File: src/rtl/redmule_mx_scale_fifo.sv
// redmule_mx_scale_fifo: MX beat buffer carrying NUM_LANES x BITW payload plus a
// shared-exponent sideband. Arbitrary depth, occupancy count, programmable
// almost-full/almost-empty flags, optional empty-FIFO fall-through and sticky
// overflow/underflow error flags.
module redmule_mx_scale_fifo #(
    parameter int unsigned DEPTH        = 4,
    parameter int unsigned NUM_LANES    = 12,
    parameter int unsigned BITW         = 16,
    parameter int unsigned EXP_W        = 8,
    parameter int unsigned FALL_THROUGH = 0,
    parameter int unsigned AF_THRESH    = DEPTH - 1,
    parameter int unsigned AE_THRESH    = 1,
    localparam int unsigned CW          = $clog2(DEPTH + 1)
) (
    input  logic                        clk_i,
    input  logic                        rst_ni,
    input  logic                        clear_i,
    input  logic                        push_i,
    output logic                        grant_o,
    input  logic [NUM_LANES*BITW-1:0]   data_i,
    input  logic [EXP_W-1:0]            exp_i,
    input  logic                        pop_i,
    output logic                        valid_o,
    output logic [NUM_LANES*BITW-1:0]   data_o,
    output logic [EXP_W-1:0]            exp_o,
    output logic [CW-1:0]               count_o,
    output logic                        almost_full_o,
    output logic                        almost_empty_o,
    output logic                        overflow_o,
    output logic                        underflow_o
);

    localparam int unsigned DW = NUM_LANES * BITW;
    localparam int unsigned EW = EXP_W + DW;
    localparam int unsigned PW = (DEPTH > 1) ? $clog2(DEPTH) : 1;

    // Storage is never reset; only pointers and count define what is valid.
    logic [EW-1:0] mem_q [DEPTH];

    logic [PW-1:0] rd_ptr_q, rd_ptr_d;
    logic [PW-1:0] wr_ptr_q, wr_ptr_d;
    logic [CW-1:0] count_q, count_d;
    logic          ovf_q, ovf_d;
    logic          unf_q, unf_d;

    logic          full;
    logic          empty;
    logic          bypass;
    logic          push_acc;
    logic          pop_acc;
    logic          do_write;
    logic          do_read;
    logic [EW-1:0] head;

    // Pointer advance with wrap at DEPTH-1 so non-power-of-two depths work.
    function automatic logic [PW-1:0] ptr_inc(input logic [PW-1:0] p);
        return (p == PW'(DEPTH - 1)) ? '0 : p + PW'(1);
    endfunction

    // Occupancy status, head selection and handshake decode.
    always_comb begin
        full     = (count_q == CW'(DEPTH));
        empty    = (count_q == '0);
        bypass   = (FALL_THROUGH != 0) && empty;
        // Grant depends only on registered state: no ready path from pop_i.
        grant_o  = ~full;
        valid_o  = bypass ? push_i : ~empty;
        head     = bypass ? {exp_i, data_i} : mem_q[rd_ptr_q];
        push_acc = push_i & ~full;
        pop_acc  = pop_i & valid_o;
        // A bypassed beat that is popped in the same cycle is never stored.
        do_write = push_acc & ~(bypass & pop_i) & ~clear_i;
        do_read  = pop_acc & ~bypass & ~clear_i;
    end

    assign data_o         = head[DW-1:0];
    assign exp_o          = head[EW-1:DW];
    assign count_o        = count_q;
    assign almost_full_o  = (32'(count_q) >= AF_THRESH);
    assign almost_empty_o = (32'(count_q) <= AE_THRESH);
    assign overflow_o     = ovf_q;
    assign underflow_o    = unf_q;

    // Next-state for pointers, count and sticky error flags; clear has priority.
    always_comb begin
        rd_ptr_d = rd_ptr_q;
        wr_ptr_d = wr_ptr_q;
        count_d  = count_q;
        ovf_d    = ovf_q | (push_i & ~grant_o);
        unf_d    = unf_q | (pop_i & ~valid_o);

        if (do_write) begin
            wr_ptr_d = ptr_inc(wr_ptr_q);
        end
        if (do_read) begin
            rd_ptr_d = ptr_inc(rd_ptr_q);
        end

        unique case ({do_write, do_read})
            2'b10:   count_d = count_q + CW'(1);
            2'b01:   count_d = count_q - CW'(1);
            default: count_d = count_q;
        endcase

        if (clear_i) begin
            rd_ptr_d = '0;
            wr_ptr_d = '0;
            count_d  = '0;
            ovf_d    = 1'b0;
            unf_d    = 1'b0;
        end
    end

    // Control state registers.
    always_ff @(posedge clk_i or negedge rst_ni) begin
        if (!rst_ni) begin
            rd_ptr_q <= '0;
            wr_ptr_q <= '0;
            count_q  <= '0;
            ovf_q    <= 1'b0;
            unf_q    <= 1'b0;
        end else begin
            rd_ptr_q <= rd_ptr_d;
            wr_ptr_q <= wr_ptr_d;
            count_q  <= count_d;
            ovf_q    <= ovf_d;
            unf_q    <= unf_d;
        end
    end

    // Beat storage write port.
    always_ff @(posedge clk_i) begin
        if (do_write) begin
            mem_q[wr_ptr_q] <= {exp_i, data_i};
        end
    end

endmodule

File: config.mk
export PLATFORM = sky130hd
export DESIGN_NAME = redmule_mx_scale_fifo
export DESIGN_NICKNAME = d
export VERILOG_FILES = /design/src/rtl/redmule_mx_scale_fifo.sv
export SDC_FILE = /design/constraint.sdc
export NUM_CORES = 1
export LEC_CHECK = 0
export BUFFER_PORTS_ARGS = -buffer_cell sky130_fd_sc_hd__buf_2
export CAP_MARGIN = 0
export CORE_ASPECT_RATIO = 0.8
export CORE_MARGIN = 2
export CORE_UTILIZATION = 51
export DETAILED_ROUTE_END_ITERATION = 8
export GPL_ROUTABILITY_DRIVEN = 0
export HOLD_SLACK_MARGIN = 0.06
export PLACE_DENSITY = 0.75
export SLEW_MARGIN = 15
export SYNTH_ARGS = -nofsm -noshare
export SYNTH_HDL_FRONTEND = slang
export SYNTH_SLANG_ARGS = --single-unit
File: constraint.sdc
create_clock -name clk_i -period 6.55 [get_ports clk_i]
set_input_delay 0.9825 -clock clk_i [delete_from_list [all_inputs] [get_ports clk_i]]
set_output_delay 0.9825 -clock clk_i [all_outputs]
set_load 0.03 [all_outputs]
==> results.yml <==
status:
  status: "complete, no violations"
worst_setup_path:
  end_kind: "output pin"
  path_class: "reg2out"
  worstPathMaxFanout: 88
  worstSetupStartpointType: "flop"
  arrival_ns: 2.92
  worstPathRequired_ns: 5.57
finish:
  final_common_cell: "edfxtp_1"
  drive_above_1_share: 0.454
  instances_no_fill: 2391
  syn_to_final_growth_pct: 17.2
  mostFrequentLayoutCells: "800 x edfxtp_1, 413 x buf_2, 200 x mux4_2"
  finalNetCount: 1783
  fin_util: 0.608
cts:
  cts_root_buffer: "clkbuf_16"
  path_clk_slew_ns: 0.06
  h-tree-depth: 3
  cts_tree: "yes"
  cts_sinks: 809
  numCtsBuffers: 75
  clk_path_buf_depth: 3
  post_cts_buffers: 0
  post_cts_resized: 0
  cts_hold_buf: 0
  clkLatencyLatePin_ns: 0.61
floorplanning:
  die_h_um: 220
  core_region_area_um2: 57100
  start_util: 0.519
  fp-row-count: 78
  dieArea_um2: 60000
  die_w_um: 273
  ios: 414
drt:
  dr.pass1.iters: 6
  viasPerCell: 5.53
  drt_wl_total_mm: 56.3
  drcViolationCount: 0
  drtIter0Drc: 1264
  num_vias: 13200
  ant_nets: 0
  wl_per_cell_um: 23.5
synth:
  synth_top_family_by_area: "multiplexers"
  synth.mux.area_fraction: 0.152
  synth_adder_area_share: 0.00380
  avgSynthCellArea_um2: 26.6
  synth_cells: 1114
  synth.cell_area_um2: 29600
  syn-num-nets: 1328
  ys_seq_area_frac: 0.818
  synth_xor_area_frac: 0.00118
  yosysWarnings: 0
  synth-compound-area-share: 0.00384
  ys_types: 30
  ys_ff_latch: 809
  synthSimpleGateAreaFrac: 0.00351
power:
  switching_power_mw: 3.83
  sw_frac_of_total: 0.289
  ir_drop_mv: 0.298
  leakage_nw: 11.5
  power.density_nw_per_um2: 381
  comb_power_share: 0.222
  power_frac_seq: 0.471
  clockPowerShare: 0.308
  p_int_mw: 9.41
grt:
  grt_pass1_vias: 13800
  grt_usage: 0.187
  gr-total-overflow: 0
  grt_max_degree: 113
  grt_pass1_wl_mm: 83.1
  antenna_found_initial: 19
timing:
  skew_ns: 0.0212
  timing.final.crit_share: 0.596
  worst_pin_slew_ns: 0.846
  tns_ns: 0
  fin_crit_ns: 3.90
  finalHoldViolCount: 0
  fmax_mhz: 256
  maxSlewHeadroom: 0.436
  slew_viol_final: 0
  rsz0062_at_grt: "false"
  setup_viol: 0
  hold_ws_ns: 0.224
flow_run:
  max_cap_viol_count: 0
place:
  dp_hpwl_mm: 33.8
  place_inst: 2252
  io_buffers: 413
min_path:
  hold_path_class: "in2async"
[per-stage QoR]
stage | worst slack, ns | power (mW) | instance area [µm²]
after detailed placement | 3.03 | 9.32 | 32400
after global routing | 2.43 | 13.7 | 34700
final | 2.65 | 13.2 | 34700
after CTS | 2.55 | 13.4 | 34700
after global placement | 3.09 | 9.27 | 32400
after floorplan | 2.18 | 8.53 | 29600
[power groups by stage]
stage / Clock, mW / Sequential, mW / Combinational, mW
after floorplan: 0 / 6.32 / 2.22
after global placement: 0 / 6.31 / 2.96
after detailed placement: 0 / 6.35 / 2.97
after CTS: 4.17 / 6.24 / 2.98
after global routing: 4.36 / 6.26 / 3.11
final: 4.07 / 6.23 / 2.93
[path summary, 6_finish.rpt]
| check | start | end | slack, ns | cells past startpoint |
|---|---|---|---|---|
| min in group clk_i | overflow_o$_DFF_PN0_ | overflow_o$_DFF_PN0_ | 0.50 | 2 |
| hold reg to reg | overflow_o$_DFF_PN0_ | overflow_o$_DFF_PN0_ | 0.50 | 2 |
| setup reg to reg | count_o[0]$_DFFE_PN0P_ | mem_q[3][98]$_DFFE_PP_ | 3.25 | 6 |
| max in group asynchronous | rst_ni | rd_ptr_q[0]$_DFFE_PN0P_ | 6.10 | 1 |
| hold / removal | rst_ni | count_o[2]$_DFFE_PN0P_ | 0.22 | 1 |
| setup / recovery | rd_ptr_q[0]$_DFFE_PN0P_ | data_o[49] | 2.65 | 3 |
[synthesized netlist by cell type, drive strengths merged]
master,count,share of area
and2,4,0.00084
o21ai,1,0.00017
mux4,200,0.15
a21boi,1,0.00025
dfrtp,9,0.0076
edfxtp,800,0.81
a31o,1,0.00030
nand3,2,0.00034
a221oi,1,0.00051
inv,7,0.00089
a21oi,2,0.00034
clkbuf,4,0.00051
ha,9,0.0038
a22oi,1,0.00025
a211oi,2,0.00051
a31oi,3,0.00063
nor2,9,0.0011
a41oi,1,0.00030
a21o,1,0.00025
a21bo,1,0.00034
nand2,4,0.00051
nand2b,1,0.00046
xor2,2,0.00059
or3,1,0.00021
buf,44,0.015
xnor2,2,0.00059
mux2,1,0.00038
[flip-flops by register name, summed over array words and instances, names as in the netlist]
name         cells
wr_ptr_q         2
overflow_o       1
mem_q          800
rd_ptr_q         2
count_o          3
underflow_o      1
[worst max-delay path: stages, from the launching register on]
cell	delay, ns
dfrtp_4	0.72
buf_12	0.59
mux4_2	0.68
buf_2	0.22
[cell type report]
| cell class | count | area, µm² |
|---|---|---|
| multi-input cells | 250 | 4890 |
| clock buffers | 92 | 2000 |
| diodes | 5 | 12.5 |
| well taps | 760 | 951 |
| inverters | 7 | 26.3 |
| flip-flops and latches | 809 | 24300 |
| repair buffers | 426 | 2290 |
| fillers | 3921 | 22400 |
| clock inverters | 42 | 305 |
[layer usage]
metal	GRT usage	share of wire
met1	0.246	0.39
met2	0.299	0.50
met3	0.0705	0.090
met5	0	0.0029
met4	0.0464	0.018
[cell families (layout without fill, tap and decap cells)]
group,count (synthesis),after routing
buf+inv,55,567
simple gates,21,21
mux,201,201
other cells,0,5
flops,809,809
fa+ha+maj,9,9
compound gates,15,15
xor+xnor,4,4
No activity file was read; power rests on OpenSTA's default activity.
